File: src/rtl/elevator_scan_ctrl_if.sv
// elevator_scan_ctrl_if
// Request channel between the switch/key request decoder and the elevator
// controller.
//   req_valid : single-cycle request strobe (decoder -> controller)
//   req_floor : requested floor index, meaningful while req_valid = 1
//   req_err   : one-cycle registered pulse for an out-of-range floor
//               (controller -> decoder)
// The decoder connects to the master modport and the controller to the slave
// modport.
interface elevator_scan_ctrl_if #(
  parameter int FLOOR_W = 4
);
  logic               req_valid;
  logic [FLOOR_W-1:0] req_floor;
  logic               req_err;

  modport master (
    output req_valid,
    output req_floor,
    input  req_err
  );

  modport slave (
    input  req_valid,
    input  req_floor,
    output req_err
  );
endinterface

File: src/rtl/elevator_scan_ctrl.sv
// elevator_scan_ctrl
// SCAN-dispatch elevator controller with its own tick prescaler.
// The car holds its direction while requests remain ahead and reverses only
// when none remain. The car moves one floor every TRAVEL_TICKS ticks, and the
// door stays open for DOOR_TICKS ticks at each stop.
//
// Ports:
//   CLOCK_50      : system clock
//   rst           : synchronous active-high reset
//   req_bus       : request channel (slave side: req_valid, req_floor, req_err)
//   pending       : outstanding requests, bit i = floor i (drives LEDR)
//   cur_floor     : one-hot car position
//   cur_floor_idx : binary car position
//   state         : 01 IDLE, 10 BUSY, 11 TRAVELLING
//   direction     : 1 = UP, 0 = DOWN
//   door_open     : high while in BUSY
//   tick          : one-cycle prescaler pulse
//   door_hold     : only when ELEVATOR_DOOR_HOLD_EN is defined. It freezes the
//                   door counter while the door is open.
//
// Optional feature macro: ELEVATOR_DOOR_HOLD_EN.
// TICK_DIV must be at least 2.
module elevator_scan_ctrl #(
  parameter int NUM_FLOORS   = 10,
  parameter int FLOOR_W      = 4,
  parameter int TICK_DIV     = 50_000_000,
  parameter int TRAVEL_TICKS = 1,
  parameter int DOOR_TICKS   = 5
) (
  input  logic                  CLOCK_50,
  input  logic                  rst,
`ifdef ELEVATOR_DOOR_HOLD_EN
  input  logic                  door_hold,
`endif
  elevator_scan_ctrl_if.slave   req_bus,
  output logic [NUM_FLOORS-1:0] pending,
  output logic [NUM_FLOORS-1:0] cur_floor,
  output logic [FLOOR_W-1:0]    cur_floor_idx,
  output logic [1:0]            state,
  output logic                  direction,
  output logic                  door_open,
  output logic                  tick
);

  localparam int PW = (TICK_DIV > 1)     ? $clog2(TICK_DIV)     : 1;
  localparam int TW = (TRAVEL_TICKS > 1) ? $clog2(TRAVEL_TICKS) : 1;
  localparam int DW = (DOOR_TICKS > 1)   ? $clog2(DOOR_TICKS)   : 1;

  typedef enum logic [1:0] {
    ST_IDLE   = 2'b01,
    ST_BUSY   = 2'b10,
    ST_TRAVEL = 2'b11
  } state_t;

  state_t          fsm;
  logic [PW-1:0]   presc;
  logic [TW-1:0]   travel_cnt;
  logic [DW-1:0]   door_cnt;

  logic                  hold_active;
  logic                  req_in_range;
  logic                  door_restart;
  logic [NUM_FLOORS-1:0] req_mask;
  logic [NUM_FLOORS-1:0] set_mask;
  logic [NUM_FLOORS-1:0] svc_clr;
  logic [NUM_FLOORS-1:0] above_mask;
  logic [NUM_FLOORS-1:0] below_mask;
  logic [NUM_FLOORS-1:0] next_onehot;
  logic [FLOOR_W-1:0]    next_idx;
  logic                  req_above;
  logic                  req_below;
  logic                  req_ahead;
  logic                  req_behind;
  logic                  idle_hit;
  logic                  arrive_hit;
  logic                  travel_done;
  logic                  door_done;

`ifdef ELEVATOR_DOOR_HOLD_EN
  assign hold_active = door_hold;
`else
  assign hold_active = 1'b0;
`endif

  assign state = fsm;

  // A request for the floor where the door is already open is never latched.
  // Instead it keeps the door open longer.
  assign req_in_range = req_bus.req_valid && (int'(req_bus.req_floor) < NUM_FLOORS);
  assign door_restart = req_in_range && (fsm == ST_BUSY) && (req_bus.req_floor == cur_floor_idx);
  assign set_mask     = door_restart ? '0 : req_mask;

  always_comb begin
    above_mask = '0;
    below_mask = '0;
    req_mask   = '0;
    for (int i = 0; i < NUM_FLOORS; i++) begin
      above_mask[i] = (FLOOR_W'(i) > cur_floor_idx);
      below_mask[i] = (FLOOR_W'(i) < cur_floor_idx);
      req_mask[i]   = req_in_range && (req_bus.req_floor == FLOOR_W'(i));
    end
  end

  assign req_above  = |(pending & above_mask);
  assign req_below  = |(pending & below_mask);
  assign req_ahead  = direction ? req_above : req_below;
  assign req_behind = direction ? req_below : req_above;
  assign idle_hit   = |(pending & cur_floor);

  assign next_idx    = direction ? cur_floor_idx + FLOOR_W'(1) : cur_floor_idx - FLOOR_W'(1);
  assign next_onehot = direction ? (cur_floor << 1) : (cur_floor >> 1);
  // A request arriving on the arrival edge for the arrival floor also counts
  // as a stop. It is absorbed, so its bit never becomes visible.
  assign arrive_hit  = |((pending | set_mask) & next_onehot);

  assign travel_done = tick && (travel_cnt == TW'(TRAVEL_TICKS - 1));
  assign door_done   = tick && !hold_active && (door_cnt == DW'(DOOR_TICKS - 1));

  always_comb begin
    svc_clr = '0;
    case (fsm)
      ST_IDLE:   if (idle_hit) svc_clr = cur_floor;
      ST_TRAVEL: if (travel_done && arrive_hit) svc_clr = next_onehot;
      default:   svc_clr = '0;
    endcase
  end

  // The tick register is loaded one cycle early. It is therefore high exactly
  // in the cycle where the prescaler holds TICK_DIV-1.
  always_ff @(posedge CLOCK_50) begin
    if (rst) begin
      presc <= '0;
      tick  <= 1'b0;
    end else begin
      presc <= (presc == PW'(TICK_DIV - 1)) ? '0 : presc + PW'(1);
      tick  <= (presc == PW'(TICK_DIV - 2));
    end
  end

  // Request register and error pulse. A new request and a service clear can
  // land on the same edge, and both take effect.
  always_ff @(posedge CLOCK_50) begin
    if (rst) begin
      pending         <= '0;
      req_bus.req_err <= 1'b0;
    end else begin
      pending         <= (pending | set_mask) & ~svc_clr;
      req_bus.req_err <= req_bus.req_valid && !req_in_range;
    end
  end

  // SCAN dispatch FSM: car position, direction, door and both counters.
  always_ff @(posedge CLOCK_50) begin
    if (rst) begin
      fsm           <= ST_IDLE;
      cur_floor     <= NUM_FLOORS'(1);
      cur_floor_idx <= '0;
      direction     <= 1'b1;
      door_open     <= 1'b0;
      travel_cnt    <= '0;
      door_cnt      <= '0;
    end else begin
      case (fsm)
        ST_IDLE: begin
          if (idle_hit) begin
            fsm       <= ST_BUSY;
            door_open <= 1'b1;
            door_cnt  <= '0;
          end else if (|pending) begin
            // When requests exist on both sides, keep the current direction.
            if (!(req_above && req_below)) direction <= req_above;
            fsm        <= ST_TRAVEL;
            travel_cnt <= '0;
          end
        end
        ST_TRAVEL: begin
          if (travel_done) begin
            travel_cnt    <= '0;
            cur_floor     <= next_onehot;
            cur_floor_idx <= next_idx;
            if (arrive_hit) begin
              fsm       <= ST_BUSY;
              door_open <= 1'b1;
              door_cnt  <= '0;
            end
          end else if (tick) begin
            travel_cnt <= travel_cnt + TW'(1);
          end
        end
        ST_BUSY: begin
          if (door_restart) begin
            door_cnt <= '0;
          end else if (door_done) begin
            door_cnt <= '0;
            if (req_ahead) begin
              fsm        <= ST_TRAVEL;
              door_open  <= 1'b0;
              travel_cnt <= '0;
            end else if (req_behind) begin
              direction  <= ~direction;
              fsm        <= ST_TRAVEL;
              door_open  <= 1'b0;
              travel_cnt <= '0;
            end else begin
              fsm       <= ST_IDLE;
              door_open <= 1'b0;
            end
          end else if (tick && !hold_active) begin
            door_cnt <= door_cnt + DW'(1);
          end
        end
        default: begin
          fsm       <= ST_IDLE;
          door_open <= 1'b0;
        end
      endcase
    end
  end

endmodule
File: src/flat_wrapper.sv
// flat-port wrapper written by rule: the top's interface ports become plain ports
module elevator_scan_ctrl_flat 
#(
  parameter int NUM_FLOORS   = 10,
  parameter int FLOOR_W      = 4,
  parameter int TICK_DIV     = 50_000_000,
  parameter int TRAVEL_TICKS = 1,
  parameter int DOOR_TICKS   = 5
)
  (CLOCK_50, rst, pending, cur_floor, cur_floor_idx, state, direction, door_open, tick, req_bus_req_valid, req_bus_req_floor, req_bus_req_err);
  elevator_scan_ctrl_if #(.FLOOR_W(FLOOR_W)) req_bus_i ();
  input  logic CLOCK_50;
  input  logic rst;
  output logic [NUM_FLOORS-1:0] pending;
  output logic [NUM_FLOORS-1:0] cur_floor;
  output logic [FLOOR_W-1:0] cur_floor_idx;
  output logic [1:0] state;
  output logic direction;
  output logic door_open;
  output logic tick;
  input wire logic [$bits(req_bus_i.req_valid)-1:0] req_bus_req_valid;
  input wire logic [$bits(req_bus_i.req_floor)-1:0] req_bus_req_floor;
  output wire logic [$bits(req_bus_i.req_err)-1:0] req_bus_req_err;
  assign req_bus_i.req_valid = req_bus_req_valid;
  assign req_bus_i.req_floor = req_bus_req_floor;
  assign req_bus_req_err = req_bus_i.req_err;
  elevator_scan_ctrl #(.NUM_FLOORS(NUM_FLOORS), .FLOOR_W(FLOOR_W), .TICK_DIV(TICK_DIV), .TRAVEL_TICKS(TRAVEL_TICKS), .DOOR_TICKS(DOOR_TICKS)) u_core (.CLOCK_50(CLOCK_50), .rst(rst), .req_bus(req_bus_i), .pending(pending), .cur_floor(cur_floor), .cur_floor_idx(cur_floor_idx), .state(state), .direction(direction), .door_open(door_open), .tick(tick));
endmodule
File: config.mk
export PLATFORM = sky130hd
export DESIGN_NAME = elevator_scan_ctrl_flat
export DESIGN_NICKNAME = d
export VERILOG_FILES = /design/src/rtl/elevator_scan_ctrl_if.sv /design/src/rtl/elevator_scan_ctrl.sv /design/src/flat_wrapper.sv
export SDC_FILE = /design/constraint.sdc
export NUM_CORES = 1
export LEC_CHECK = 0
export CAP_MARGIN = 10
export CORE_UTILIZATION = 40
export DETAILED_ROUTE_END_ITERATION = 6
export GPL_ROUTABILITY_DRIVEN = 0
export PLACE_DENSITY = 0.71
export SETUP_SLACK_MARGIN = 0.2
export SLEW_MARGIN = 20
export SYNTH_ARGS = -nofsm -noshare
export SYNTH_HDL_FRONTEND = slang
export SYNTH_SLANG_ARGS = --single-unit
File: constraint.sdc
create_clock -name CLOCK_50 -period 2.7 [get_ports CLOCK_50]
set_clock_uncertainty 0.1 [all_clocks]
set_input_delay 0.405 -clock CLOCK_50 [delete_from_list [all_inputs] [get_ports CLOCK_50]]
set_output_delay 0.405 -clock CLOCK_50 [all_outputs]
set_load 0.02 [all_outputs]
==> results of run 1 <==
## path summary, 6_finish.rpt
path | from | end | slack [ns] | cells past startpoint
worst min register to register | u_core.travel_cnt$_SDFFE_PP0P_ | u_core.travel_cnt$_SDFFE_PP0P_ | 0.39 | 2
worst max register to register | u_core.direction$_SDFFE_PP1P_ | u_core.door_cnt[2]$_SDFFE_PP0P_ | 0.36 | 7
worst max-delay path | req_bus_req_floor[2] | u_core.door_cnt[2]$_SDFFE_PP0P_ | 0.35 | 7
worst min-delay path | u_core.travel_cnt$_SDFFE_PP0P_ | u_core.travel_cnt$_SDFFE_PP0P_ | 0.39 | 2
## cells by family (layout without fill, tap and decap cells)
group,count (synthesis),count (layout),synth area share (%)
flops,60,60,34.5
xor+xnor,30,30,7.55
fa+ha+maj,9,9,3.23
buf+inv,35,85,4.46
simple gates,168,168,23.8
compound gates,110,110,23.6
mux,9,9,2.91
## stage by stage
step / hold WS [ns] / setup slack, ns / std cells / instance area, um^2
floorplan: 0.349 / 0.488 / 421 / 3480
global placement: 0.373 / 0.0734 / 559 / 4020
detailed placement: 0.378 / 0.0135 / 559 / 4020
CTS: 0.392 / 0.331 / 575 / 4220
global route: 0.422 / 0.210 / 576 / 4230
finish: 0.394 / 0.353 / 576 / 4230
## power by group
group	total [uW]	internal, uW	switching, uW	leakage, uW
clock	831	431	400	0.000104
sequential	940	902	38.5	0.000486
combinational	289	127	162	0.000900
## sequential cells by signal (all words and copies together), names as in the netlist, 2 cells and up
name and cells:
u_core.state 2, u_core.pending 10, u_core.presc 26, u_core.cur_floor 10
u_core.door_cnt 3, u_core.cur_floor_idx 4
## repair_timing
| action | in CTS | in global routing |
|---|---|---|
| endpoints found under the setup margin | 2 | 12 |
| hold buffers | 0 | 0 |
| setup buffers | 0 | 1 |
| pin swaps | 0 | 2 |
| gates resized for setup | 1 | 5 |
## cells in the final DEF, fill, tap and decap left out, types with 4 or more instances in the layout
cell type / instances
dfxtp_1: 57
a211oi_1: 5
nor2b_1: 5
o21ai_1: 4
nand4_1: 12
nand3_1: 18
a31oi_1: 5
clkdlybuf4s50_1: 36
buf_4: 20
inv_1: 12
xnor2_1: 16
nor3_1: 7
a22oi_1: 4
nor2_1: 53
ha_1: 9
nor3b_1: 4
a211o_1: 4
a2111oi_2: 6
o21ai_0: 5
nor4_1: 4
clkbuf_8: 9
and3_1: 7
a21oi_1: 40
nand2_1: 38
xor2_1: 14
## cell type report
class | instances | area [um^2]
fillers | 789 | 4110
multi-input cells | 326 | 2130
flip-flops and latches | 60 | 1210
repair buffers | 56 | 510
well taps | 105 | 131
clock buffers | 9 | 124
clock inverters | 7 | 75.1
inverters | 13 | 48.8
## metal layers
metal	track usage (%)	vias up
met2	29.8	152
met1	31.9	1596
li1	-	1628
met3	3.59	25
met5	0	-
met4	9.85	0
## worst max-delay path, stage by stage
cell and delay (ns):
clkdlybuf4s50_1 0.55, xor2_1 0.21, or4_1 0.47, a21o_1 0.22
nor2b_1 0.15, o31ai_2 0.29, a311oi_1 0.16
==> out/qor.csv, run 1 <==
metric;value;unit
status;completed;
boundaryPins;37;
area_delta_synth_final;21.5;%
ys.flop_type;dfxtp_1;
dieArea;0.00908;mm^2
final.setup.tns;0;ns
cts_root_buf;clkbuf_8;
cts_max_path_buffers;2;
synth.most_common_cell;dfxtp_1;
io_buffer_count;36;
insertion_delay;0.35;ns
finalSetupViolCount;0;
drt_iter0_drc;352;
peakVddDrop;268;uV
final_antenna_net_count;0;
synth_common_cells;dfxtp_1 (60), nor2_1 (53), a21oi_1 (40);
relSlewSlack;60.2;%
power.total;2060;uW
hold_viol_final;0;
drcViolationCount;0;
wl_per_cell;16.3;um
nets;482;
hold_path_class;register to register;
ys_warn_count;0;
wl_met3;655;um
track_usage;21.5;%
via_count;3401;
cp-start-kind;input port;
die_w;95.3;um
finish.utilization;50.7;%
initial_core_util;41.7;%
synthTopCellsByArea;dfxtp_1 (34%), a21oi_1 (5.7%), nor2_1 (5.7%);
finalCritPeriodShare;86.9;%
yosysTopAreaCell;dfxtp_1;
drt_wl_total;9.39;mm
cts_tree;yes;
path_max_fanout;9;
cts_made_buffers;9;
tightest_slew;0.591;ns
clkSlewWorstSetupHoldPaths;0.07;ns
rsz0062_at_grt;no;
worstPathArrival;2.46;ns
hpwl;6.67;mm
drt_pass1_iterations;5;
via_per_inst;5.90;
worstSetupPathType;input port to register;
crit_required;2.81;ns
grt_pass1_vias;3022;
highest_layer;met4;
synthArstFlopShare;0;%
cts_max_level;3;
syn_area_per_cell;8.27;um^2
final_max_slew_viol_count;0;
synth_top_area_share;34.5;%
yosysUniqueCellTypes;72;
synth_area;0.00348;mm^2
finalCriticalPeriod;2.35;ns
drive_gt1_share;13.4;%
cap_violations;0;
wl_met2;4.05;mm
power_density;487;mW/mm^2
fmax;426;MHz
rows;33;
drt-met1-wl;4.43;mm
fp.coreArea;0.00834;mm^2
grt_start_max_net_pins;30;
synth_edf_count;0;
dieHeight;95.3;um
ys_seq_elements;60;
grt_antenna_before_repair;0;
synth.yosys.seq_area_share;34.5;%
synthCells;421;
grt-ovfl-total;0;
insertedDiodeCount;0;
grt_pass1_wl;15.0;mm
end_kind;register;
synth_nets;437;
p_leak;0.00149;uW
cts_sinks;60;
No activity file was read; power rests on OpenSTA's default activity.
==> run 2, diff against run 1 <==
==> constraint.sdc (replaced) <==
create_clock -name CLOCK_50 -period 2.55 [get_ports CLOCK_50]
set_clock_uncertainty 0.1 [all_clocks]
set_input_delay 0.3825 -clock CLOCK_50 [delete_from_list [all_inputs] [get_ports CLOCK_50]]
set_output_delay 0.3825 -clock CLOCK_50 [all_outputs]
set_load 0.02 [all_outputs]
==> out/qor.csv, run 2 (same netlist as run 1, synthesis figures left out) <==
metric;value;unit
status;completed;
hpwl;6.82;mm
track_usage;22.5;%
finish.utilization;53.1;%
die_w;95.3;um
drive_gt1_share;17.1;%
r2r_setup_slack;0.21;ns
drcViolationCount;0;
insertion_delay;0.36;ns
largest_reg_flops;26;
drt_pass1_iterations;6;
final_max_slew_viol_count;0;
peakVddDrop;287;uV
slowest_delay;0.41;ns
cts_sinks;60;
hold_slack;0.398;ns
cap_violations;0;
p_leak;0.00159;uW
grt_start_max_net_pins;30;
final_cell_mix;dfxtp_1 (57), nor2_1 (53), a21oi_1 (40), nand2_1 (38), clkdlybuf4s50_1 (35);
nets;497;
tightest_slew;0.544;ns
grt_antenna_before_repair;0;
relSlewSlack;63.4;%
cts_tree;yes;
largestRegisters;u_core.presc: 26 flops, u_core.cur_floor: 10 flops, u_core.pending: 10 flops;
finalSetupViolCount;0;
grt_pass1_wl;15.6;mm
cts_max_level;3;
fp.coreArea;0.00834;mm^2
largest-register;u_core.presc;
cp-start-kind;register;
slowest_stage;dfxtp_4;
final_antenna_net_count;0;
hold_viol_final;0;
startpoint;u_core.direction$_SDFFE_PP1P_;
cp_num_buf_inv;2;
initial_core_util;41.7;%
end_kind;register;
boundaryPins;37;
cts_root_buf;clkbuf_8;
layout_commonest_cell;dfxtp_1;
area_delta_synth_final;27.1;%
wl_per_cell;16.9;um
hold_path_class;register to register;
reg2reg_from;u_core.direction$_SDFFE_PP1P_;
power_density;525;mW/mm^2
grt-ovfl-total;0;
clkSlewWorstSetupHoldPaths;0.08;ns
n_fill_cell;767;
fmax;427;MHz
final.setup.tns;0;ns
path_max_fanout;6;
insertedDiodeCount;0;
via_count;3555;
dieHeight;95.3;um
drt_wl_total;9.96;mm
crit_required;2.72;ns
io_buffer_count;36;
finalCriticalPeriod;2.34;ns
worstSetupPathType;register to register;
worstPathArrival;2.51;ns
finalCritPeriodShare;91.9;%
dieArea;0.00908;mm^2
grt_pass1_vias;3139;
path_cells;buf_6 > mux2_4 > a222oi_1 > nand4_1 > a21oi_2 > buf_4 > nand4_4 > a311oi_2;
cts_max_path_buffers;2;
rsz0062_at_grt;yes;
cts_made_buffers;9;
critPathTopFamily;compound AO/OA/AOI/OAI gates;
rows;33;
drt_iter0_drc;381;
via_per_inst;6.02;
power.total;2320;uW
holdCritStartpoint;u_core.presc[0]$_SDFF_PP0_;
run 2: power breakdown:
part           leakage, uW  internal [uW]  switching [uW]
logic             0.000993            161             190
clock network     0.000110            556             426
registers         0.000486            955            36.3
total              0.00159           1670             653
run 2: cell type report:
class / instances / area, um^2 / area share, %
Clock inverter: 7 / 98.8 / 2.23
Clock buffer: 9 / 124 / 2.80
Tap cell: 105 / 131 / 2.97
Inverter: 13 / 48.8 / 1.10
Multi-Input combinational cell: 327 / 2190 / 49.4
Sequential cell: 60 / 1210 / 27.3
Timing Repair Buffer: 70 / 629 / 14.2
run 2: final timing paths:
path                                                         to  cells past startpoint
worst min-delay path                 u_core.presc[0]$_SDFF_PP0_                      1
worst max register to register  u_core.door_cnt[1]$_SDFFE_PP0P_                      8
worst min register to register       u_core.presc[0]$_SDFF_PP0_                      1
worst max-delay path            u_core.door_cnt[1]$_SDFFE_PP0P_                      8
run 2: metal layers:
| metal | up-vias | track usage (%) | share of wire [%] |
|---|---|---|---|
| met5 | - | 0 | 0 |
| met4 | 0 | 7.95 | 2.4 |
| met3 | 32 | 6.14 | 9.2 |
| met2 | 175 | 33.4 | 44 |
| met1 | 1688 | 31.0 | 44 |
| li1 | 1660 | - | - |
run 2: what timing repair did:
item,4_1_cts,5_1_grt
gates resized for setup,2,16
pin swaps,0,8
setup endpoints to repair,12,16
hold buffers,0,0
gates cloned,0,1
setup buffers,0,5
run 2: through the flow:
stage               worst slack, ns  cells  cell area (um^2)
global route                 0.0239    591              4430
global placement            -0.0368    569              4090
detailed placement           -0.141    569              4090
floorplan                     0.338    421              3480
finish                        0.206    591              4430
CTS                           0.216    585              4320
==> run 3, diff against run 2 <==
--- a/config.mk
+++ b/config.mk
@@ -7,6 +7,7 @@
 export LEC_CHECK = 0
 export CAP_MARGIN = 10
 export CORE_UTILIZATION = 40
+export CTS_CLUSTER_DIAMETER = 100
 export DETAILED_ROUTE_END_ITERATION = 6
 export GPL_ROUTABILITY_DRIVEN = 0
 export PLACE_DENSITY = 0.71
==> results of run 3 <==
Final layout, timing and power as in run 2 (identical DEF).
